**src/rtl/relation_pkg.sv**
```systemverilog
// Shared definitions for the relation sequencer: FSM state encoding and the
// default counter width.
package relation_pkg;

  localparam int LEN_W_DEF = 4;

  typedef enum logic [1:0] {
    IDLE   = 2'd0,
    PRIME  = 2'd1,
    RUN    = 2'd2,
    REPORT = 2'd3
  } seq_state_t;

endpackage

```
**src/rtl/pair_classifier.sv**
```systemverilog
// Combinational relation flags between a new sample a and the previous one b.
// Arithmetic is done one bit wider so 7 and 0 are never seen as adjacent.
module pair_classifier (
  input  logic [2:0] a,
  input  logic [2:0] b,
  output logic       gray,
  output logic       ex3,
  output logic       more,
  output logic       less,
  output logic       none
);

  logic [3:0] a_w;
  logic [3:0] b_w;
  logic [3:0] diff;

  always_comb begin
    a_w  = {1'b0, a};
    b_w  = {1'b0, b};
    diff = (a_w >= b_w) ? (a_w - b_w) : (b_w - a_w);
    gray = ($countones(a ^ b) == 1);
    ex3  = (diff == 4'd3);
    more = (a_w == b_w + 4'd1);
    less = (a_w + 4'd1 == b_w);
    none = !(gray || ex3 || more || less);
  end

endmodule

```
**src/rtl/relation_sequencer.sv**
```systemverilog
// Frames a stream of 3-bit samples, classifies each consecutive pair and
// reports per-relation counts once frame_len pairs have been seen.
module relation_sequencer
  import relation_pkg::*;
#(
  parameter int LEN_W = LEN_W_DEF
) (
  input  logic             clk,
  input  logic             rst,
  input  logic             start,
  input  logic [LEN_W-1:0] frame_len,
  input  logic             s_valid,
  output logic             s_ready,
  input  logic [2:0]       s_data,
  output logic             r_valid,
  input  logic             r_ready,
  output logic [LEN_W-1:0] cnt_gray,
  output logic [LEN_W-1:0] cnt_ex3,
  output logic [LEN_W-1:0] cnt_more,
  output logic [LEN_W-1:0] cnt_less,
  output logic [LEN_W-1:0] cnt_none,
  output logic             busy
);

  seq_state_t       state;
  logic [LEN_W-1:0] len_reg;
  logic [LEN_W-1:0] pair_cnt;
  logic [2:0]       prev;
  logic             f_gray, f_ex3, f_more, f_less, f_none;
  logic             beat;

  pair_classifier u_classifier (
    .a    (s_data),
    .b    (prev),
    .gray (f_gray),
    .ex3  (f_ex3),
    .more (f_more),
    .less (f_less),
    .none (f_none)
  );

  assign beat = s_valid && s_ready;

  always_ff @(posedge clk) begin
    if (rst) begin
      state    <= IDLE;
      s_ready  <= 1'b0;
      r_valid  <= 1'b0;
      busy     <= 1'b0;
      len_reg  <= '0;
      pair_cnt <= '0;
      prev     <= '0;
      cnt_gray <= '0;
      cnt_ex3  <= '0;
      cnt_more <= '0;
      cnt_less <= '0;
      cnt_none <= '0;
    end else begin
      case (state)
        IDLE: begin
          if (start && (frame_len != '0)) begin
            len_reg  <= frame_len;
            pair_cnt <= '0;
            cnt_gray <= '0;
            cnt_ex3  <= '0;
            cnt_more <= '0;
            cnt_less <= '0;
            cnt_none <= '0;
            s_ready  <= 1'b1;
            busy     <= 1'b1;
            state    <= PRIME;
          end
        end
        PRIME: begin
          if (beat) begin
            prev  <= s_data;
            state <= RUN;
          end
        end
        RUN: begin
          if (beat) begin
            cnt_gray <= cnt_gray + LEN_W'(f_gray);
            cnt_ex3  <= cnt_ex3  + LEN_W'(f_ex3);
            cnt_more <= cnt_more + LEN_W'(f_more);
            cnt_less <= cnt_less + LEN_W'(f_less);
            cnt_none <= cnt_none + LEN_W'(f_none);
            prev     <= s_data;
            pair_cnt <= pair_cnt + LEN_W'(1);
            // Outputs are registered, so r_valid appears the cycle after the last beat.
            if (LEN_W'(pair_cnt + LEN_W'(1)) == len_reg) begin
              s_ready <= 1'b0;
              r_valid <= 1'b1;
              state   <= REPORT;
            end
          end
        end
        REPORT: begin
          if (r_ready) begin
            r_valid <= 1'b0;
            busy    <= 1'b0;
            state   <= IDLE;
          end
        end
        default: begin
          state   <= IDLE;
          s_ready <= 1'b0;
          r_valid <= 1'b0;
          busy    <= 1'b0;
        end
      endcase
    end
  end

endmodule
```
**config.mk**
```make
export PLATFORM = sky130hd
export DESIGN_NAME = relation_sequencer
export DESIGN_NICKNAME = d
export VERILOG_FILES = /design/src/rtl/relation_pkg.sv /design/src/rtl/pair_classifier.sv /design/src/rtl/relation_sequencer.sv
export SDC_FILE = /design/constraint.sdc
export NUM_CORES = 1
export LEC_CHECK = 0
export ABC_AREA = 1
export CORE_AREA = 3 3 69 71
export DETAILED_ROUTE_END_ITERATION = 8
export DIE_AREA = 0 0 72 74
export PLACE_DENSITY = 0.88
export REMOVE_ABC_BUFFERS = 1
export SYNTH_ARGS = -nofsm -noshare
export SYNTH_HDL_FRONTEND = slang
export SYNTH_SLANG_ARGS = --single-unit
export TNS_END_PERCENT = 10
```
**constraint.sdc**
```tcl
create_clock -name clk -period 3.32 [get_ports clk]
set_clock_uncertainty 0.15 [all_clocks]
set_input_delay 0.664 -clock clk [delete_from_list [all_inputs] [get_ports clk]]
set_output_delay 0.664 -clock clk [all_outputs]
set_load 0.1 [all_outputs]
```
# Word level (Yosys, flattened, before mapping)
# Cells that the tools add are included.
# word_totals
reg_bits	36
wordCells	87
inputBits	12
output_inout_bits	23
# classes
n_bitwise	1
eq_ne	13
order_cmp	1
add_sub_neg	12
n_reduce_logical	19
mux	29
# op_table
cell	n
$pmux 4 s2	6
$add 32x1->32	1
$eq 32x2->1 const B	1
$mux 4	8
$add 4x1->4	5
$mux 2	5
$ne 2x2->1 const B	5
$add 3x1->4 const B	2
$pmux 2 s4	1
$reduce_and 4->1	2
$sub 3x3->4	2
$mux 1	6
$pmux 1 s2	3
$reduce_and 3->1	2
$reduce_bool 2->1	3
$reduce_and 5->1	1
$add 4x1->4 const B	1
$eq 2x2->1 const B	2
$eq 3x4->1	1
$eq 4x2->1 const B	1
$eq 4x3->1	1
$eq 4x4->1	1
$reduce_and 2->1	2
$reduce_bool 4->1	1
other kinds (9)	12

# Longest topological paths before layout
# Gate-level depths: netlist of the first run.
# depth
ltp_word	11
mapped_depth	15
mapped_depth_nobuf	15

# By module
# A second synthesis of the first run with hierarchy kept.
# hier_totals
cells_unflattened	326
hier_area_um2	2270.9
# modules_own_cells
mod	area_each_um2	cells_per_inst	n_inst	seq_area_each_um2
relation_sequencer	1795.5	246	1	720.7
pair_classifier	475.5	80	1	0.0

# Worst setup path before layout of the first run
# OpenSTA, ideal clock, no wires.
# synth_timing
path_type	input-to-reg
startpoint	input s_data[0]
endpoint	register cnt_none[1]
stages	13
arrival_ns	2.717
slack_ns	0.321
path_buffers	0
t_required_ns	3.038
setup_ns	0.132
cell_sequence	inv_1 > ha_1 > inv_1 > fa_1 > fa_1 > nor2_1 > nand3_1 > a21oi_1 > nor3_2 > ha_1 > ha_1 > nand2_1 > a21oi_1
# synth_between
elab_chain_len	11
word_cells_on_any_way	19
cone_classes	add/sub: 6; order compare: 1; eq/ne: 4; mux: 3; bitwise: 1; reduce/logical: 4
# synth_lines
element	line_no	rtl
start, declared	relation_sequencer.sv:14	input logic [2:0] s_data,
$xor 3x3->3	pair_classifier.sv:21	gray = ($countones(a ^ b) == 1);
$add 1x1->2 (implied by the code)	pair_classifier.sv:21	
$add 32x1->32 (implied by the code)	pair_classifier.sv:21	
$eq 32x2->1	pair_classifier.sv:21	
$logic_or 1x1->1 (2 in a row)	pair_classifier.sv:25	none = !(gray || ex3 || more || less);
$logic_or 1x1->1 (*)	pair_classifier.sv:25	
$logic_not 1->1 (*)	pair_classifier.sv:25	
$add 4x1->4 (*)	relation_sequencer.sv:86	cnt_none <= cnt_none + LEN_W'(f_none);
$mux 4 (*)	relation_sequencer.sv:81	if (beat) begin
$pmux 4 s2 (*)	relation_sequencer.sv:59	case (state)
end signal, assigned	relation_sequencer.sv:86	
end, declared	relation_sequencer.sv:21	output logic [LEN_W-1:0] cnt_none,
# Every way passes the cells marked *; elsewhere a longest branch is shown, timed or not. The select of a mux whose other input is x is not followed.
# A chain may end at the register's enable or synchronous reset.

# Final worst setup path of the first run
# Same ends and word-level chain as after synthesis.

==> metrics.txt, run 1 <==
status completed; setup TNS 0 ns; fin. max-slew vios 0; WL final 4940 um; CP Class in -> reg; vias in the first global route 2000; Critical Path RT 3.40 ns; type of the worst min-delay path reg -> reg; number of flops mapped to enable cells by yosys 0; met3 GRT Util 3.92%; Worst path max stage delay 0.43 ns; number of antenna violations at the first check in global routing 0; asr flop ratio synth 0%; Top Family by Delay on Critical Path adder cells; gr ovfl total 0; post-synthesis instance total 296; drt via density 5.26; maximum VDD drop 353 uV; clock buffer depth 2; CTS H-tree lvls 2; Slew @ Worst Pin 0.715 ns; Crit. End Element register; Max-cap violations 0; CP arrival 3.23 ns; Hold Buf Count CTS 0; Synth Register Bits 36; Initial Utilization 51.8%; DP HPWL 3750 um; leakage 1.24 nW; crit path cell chain clkdlybuf4s50_1, inv_2, ha_4, inv_1, fa_1, fa_1, inv_1, nand4_1, a21oi_2, nor3_2, ha_2, ha_1, nand2_1, a21oi_1; final worst path period need 3.15 ns; power per cell area 576 mW/mm^2; P&R area growth vs syn 24.8%; die width 72 um; register area share after synthesis 32.4%; highest clock rate 318 MHz; Num CTS Buffers 5; Core ar. 0.00429 sq mm; Remaining DRCs 0; latest clock arrival within the worst-skew pair 0.29 ns; final hold violations 0; die area 0.00533 sq mm; Synth Cell Area 0.00222 sq mm; R2R depth 11; period utilisation layout 94.8%; Final Wtd Congestion 0.920; CP Max Fanout 2; met2 GRT Util 36.5%; R2R setup slack 0.63 ns; prevailing post-synth register cell dfxtp_1; Syn Area/Cell 7.52 sq um; Ys Warns 0; RSZ-0062 raised after global routing no; Min-Delay Path Depth 2; critical path depth 14; # setup viols final 0; Routed WL per cell 12.4 um; Root Buffer clkbuf_8; gr usage total 20.3%; largest net degree at the start of global routing 27; CTS Sinks 36; busiest layer in global routing met2; Reg clk slew, reported paths 0.07 ns; WHS 0.311 ns; cell row count 24; Initial DRT Pass Iterations 4; global-route wire length before repair 8390 um; chip height 74 um; met1 usage 22.2%; share of layout cells above drive strength 1 18.8%; Buf/Inv on CP 4; port buffer count 34; io pins 35; Final ANT Viol Nets 0; slew margin rel. 52.1%; CTS tree built; DRT iter0 DRCs 133; # diodes 0; vias 2093; nets@finish 387; CP Launch Type primary input; Worst path slowest cell clkdlybuf4s50_1; synth unique cells 28
[synthesized netlist by cell type, drive strengths merged (4+ instances only)]
library cell / count / area share (%)
fa: 4 / 3.6
ha: 26 / 15
o21ai: 18 / 4.4
a21oi: 38 / 8.9
nand3: 16 / 3.6
nand2: 78 / 14
dfxtp: 36 / 32
nor3: 5 / 1.3
nor2: 17 / 3.2
inv: 39 / 6.6
[worst register-to-register path, stage by stage, from the launching register on]
cell and delay [ns]:
dfxtp_1 0.43, inv_1 0.15, fa_1 0.42, fa_1 0.39, inv_1 0.11, nand4_1 0.11
a21oi_2 0.19, nor3_2 0.06, ha_2 0.17, ha_1 0.27, nand2_1 0.05, a21oi_1 0.12
[timing repair]
action / CTS / global route
gates resized for setup: 0 / 6
buffers inserted: 0 / 0
endpoints found under the setup margin: 0 / 8
[kinds of logic (layout without fill, tap and decap cells)]
| group | Yosys count | after routing | share of synthesized area (%) |
|---|---|---|---|
| adders and majority gates | 30 | 30 | 18.2 |
| buffers and inverters | 44 | 94 | 8.44 |
| DFF | 36 | 36 | 32.4 |
| and+or+nand+nor | 122 | 122 | 24.1 |
| AOI/OAI and AO/OA | 59 | 59 | 14.8 |
| xor gates and xnor gates | 5 | 5 | 1.97 |
[routing by layer]
layer / up-vias / part of all wire (%)
li1: 1061 / -
met1: 956 / 40
met2: 55 / 52
met3: 21 / 4.8
met4: 0 / 3.8
met5: - / 0
[cells in the final DEF, fill, tap and decap left out, types with 4 or more instances in the layout]
cell type / Yosys / final
clkbuf_8: 0 / 7
nand2_2: 5 / 5
clkdlybuf4s50_1: 0 / 11
o21ai_1: 4 / 4
nand3_1: 16 / 16
dfxtp_1: 36 / 36
buf_4: 0 / 36
o21ai_0: 12 / 12
fa_1: 4 / 4
ha_1: 26 / 24
nor2_1: 16 / 15
nand2_1: 72 / 72
a21oi_1: 36 / 35
nor3_1: 4 / 4
inv_1: 36 / 35
inv_2: 3 / 4
[power by group]
group	switching (mW)	internal, mW	total (mW)
combinational	0.465	0.208	0.673
sequential	0.0364	0.472	0.509
clock	0.154	0.265	0.419
[through the flow]
step	area (sq um)	setup slack [ns]	util, %	cells	power, mW
5_1_grt	2780	0.0230	64.7	398	1.70
3_3_place_gp	2630	-0.187	61.2	390	1.15
6_report	2780	0.173	64.7	398	1.60
3_5_place_dp	2630	-0.287	61.2	390	1.18
2_1_floorplan	2180	0.320	-	291	0.999
4_1_cts	2760	0.0131	64.2	398	1.60
[final timing paths]
path                 end      start
max          cnt_none[1]  s_data[0]
max reg2reg  cnt_none[1]    prev[1]
min reg2reg         busy       busy
min                 busy       busy
[cell type report]
type / instances / area, sq um
fillers: 363 / 1520
multi-input cells: 216 / 1340
flip-flops and latches: 36 / 721
repair buffers: 47 / 380
inverters: 39 / 146
clock buffers: 7 / 96.3
well taps: 52 / 65.1
clock inverters: 1 / 30.0
Note: power is estimated with default switching activity, not from simulation.
==> inputs of run 2 (changes only) <==
Settings changed: GPL_TIMING_DRIVEN set to 0, REMOVE_ABC_BUFFERS 1 to unset, SLEW_MARGIN set to 20.
==> run 2 against run 1 <==
  * Sequential power hardly changed
  * Global-route usage shrank 1.1 points
  * Sequential share of layout area is 0.42 points higher
  * Critical path depth unchanged
  * Setup slack better by 0.035 ns
==> metrics.txt, run 2 (same netlist as run 1, synthesis figures left out) <==
status completed; Routed WL per cell 11.9 um; busiest layer in global routing met2; CP Max Fanout 4; vias 1997; Final ANT Viol Nets 0; P&R area growth vs syn 22.8%; period utilisation layout 93.7%; gr usage total 19.3%; clock buffer depth 2; power per cell area 560 mW/mm^2; fin. max-slew vios 0; final hold violations 0; CP Launch Type primary input; port buffer count 34; Post-CTS Setup Bufs 0; CTS H-tree lvls 2; WL final 4640 um; Seq. cell area 721 sq um; io pins 35; Root Buffer clkbuf_8; type of the worst min-delay path reg -> reg; syn nets 338; Slew @ Worst Pin 0.968 ns; met3 GRT Util 4.32%; global-route wire length before repair 8060 um; Final Wtd Congestion 0.838; DP HPWL 3620 um; vias in the first global route 1928; latest clock arrival within the worst-skew pair 0.30 ns; nets@finish 379; # diodes 0; drt via density 5.12; Crit. End Element register; cell row count 24; number of antenna violations at the first check in global routing 0; CP arrival 3.13 ns; pre-CTS setup slack -0.503 ns; final worst path period need 3.11 ns; RSZ-0062 raised after global routing yes; met1 usage 21.9%; largest net degree at the start of global routing 12; Hold Buf Count CTS 0; R2R depth 11; CP Class in -> reg; Num CTS Buffers 5; highest clock rate 321 MHz; DRT iter0 DRCs 131; gr ovfl total 0; CTS Sinks 36; footprint of the multi-input gates 0.00133 sq mm; Core ar. 0.00429 sq mm; Final Worst Setup Slack 0.208 ns; # setup viols final 0; CTS tree built; setup TNS 0 ns; Initial DRT Pass Iterations 4; Min-Delay Path Depth 2; most common cell after layout, fill and taps aside nand2_1; leakage 1.15 nW; die width 72 um; die area 0.00533 sq mm; final core occ 63.6%; commonest non-fill, non-tap cells in the layout nand2_1, inv_1, dfxtp_1, a21oi_1, clkdlybuf4s50_1; met2 GRT Util 34.6%; Critical Path RT 3.34 ns; WHS 0.331 ns; share of layout cells above drive strength 1 8.28%; chip height 74 um; slew margin rel. 35.3%; Initial Utilization 51.8%; Reg clk slew, reported paths 0.08 ns; Max-cap violations 0; Remaining DRCs 0; fillers 371; maximum VDD drop 328 uV
-- run 2: cell count changes in the layout (fill, tap and decap cells not counted), moves of 2 or more --
| cell | change |
|---|---|
| buf_4 | -36 |
| buf_6 | +3 |
| clkbuf_1 | +3 |
| clkdlybuf4s50_1 | +20 |
| dlygate4sd2_1 | +2 |
| ha_1 | +2 |
-- run 2: area by class of cell --
cell class | instances | area share [%]
inverter | 39 | 5.36
multi-input combinational | 216 | 48.5
clock buffer | 7 | 3.16
tap | 52 | 2.38
clock inverter | 1 | 0.275
sequential | 36 | 26.4
buffer | 5 | 1.51
timing repair buffer | 34 | 12.5
-- run 2: metal layers --
| metal | share of wire [%] | routed length [um] |
|---|---|---|
| met5 | 0 | 0 |
| met4 | 2.0 | 94 |
| met1 | 44 | 2020 |
| met2 | 50 | 2330 |
| met3 | 4.3 | 198 |
-- run 2: worst paths after layout --
path,from,to,slack [ns]
worst max register to register,prev[1],cnt_none[1],0.53
worst min register to register,len_reg[2],len_reg[2],0.33
worst min-delay path,len_reg[2],len_reg[2],0.33
worst max-delay path,s_data[0],cnt_none[1],0.21
-- run 2: critical path: stages --
cell	delay (ns)
dlygate4sd2_1	0.28
inv_1	0.09
ha_1	0.17
inv_1	0.05
fa_1	0.37
fa_1	0.43
nor2_1	0.11
nand3_1	0.10
a21oi_2	0.19
nor3_2	0.07
ha_1	0.20
ha_1	0.27
nand2_1	0.07
a21oi_1	0.06
-- run 2: metrics by stage --
step | cells | area [sq um] | total power [mW]
after CTS | 390 | 2730 | 1.54
after floorplan | 296 | 2220 | 1.05
after detailed placement | 382 | 2630 | 1.20
after global routing | 390 | 2730 | 1.63
after global placement | 382 | 2630 | 1.18
final | 390 | 2730 | 1.53
-- run 2: what timing repair did --
item,CTS,global route
gates cloned,0,0
pin swaps,1,0
endpoints found under the setup margin,6,4
resized for setup,4,1
-- run 2: where the power goes --
part,switching [mW],internal [mW],leakage [nW]
clock network,0.168,0.169,0.0445
registers,0.0351,0.472,0.292
logic,0.459,0.229,0.816
total,0.662,0.870,1.15
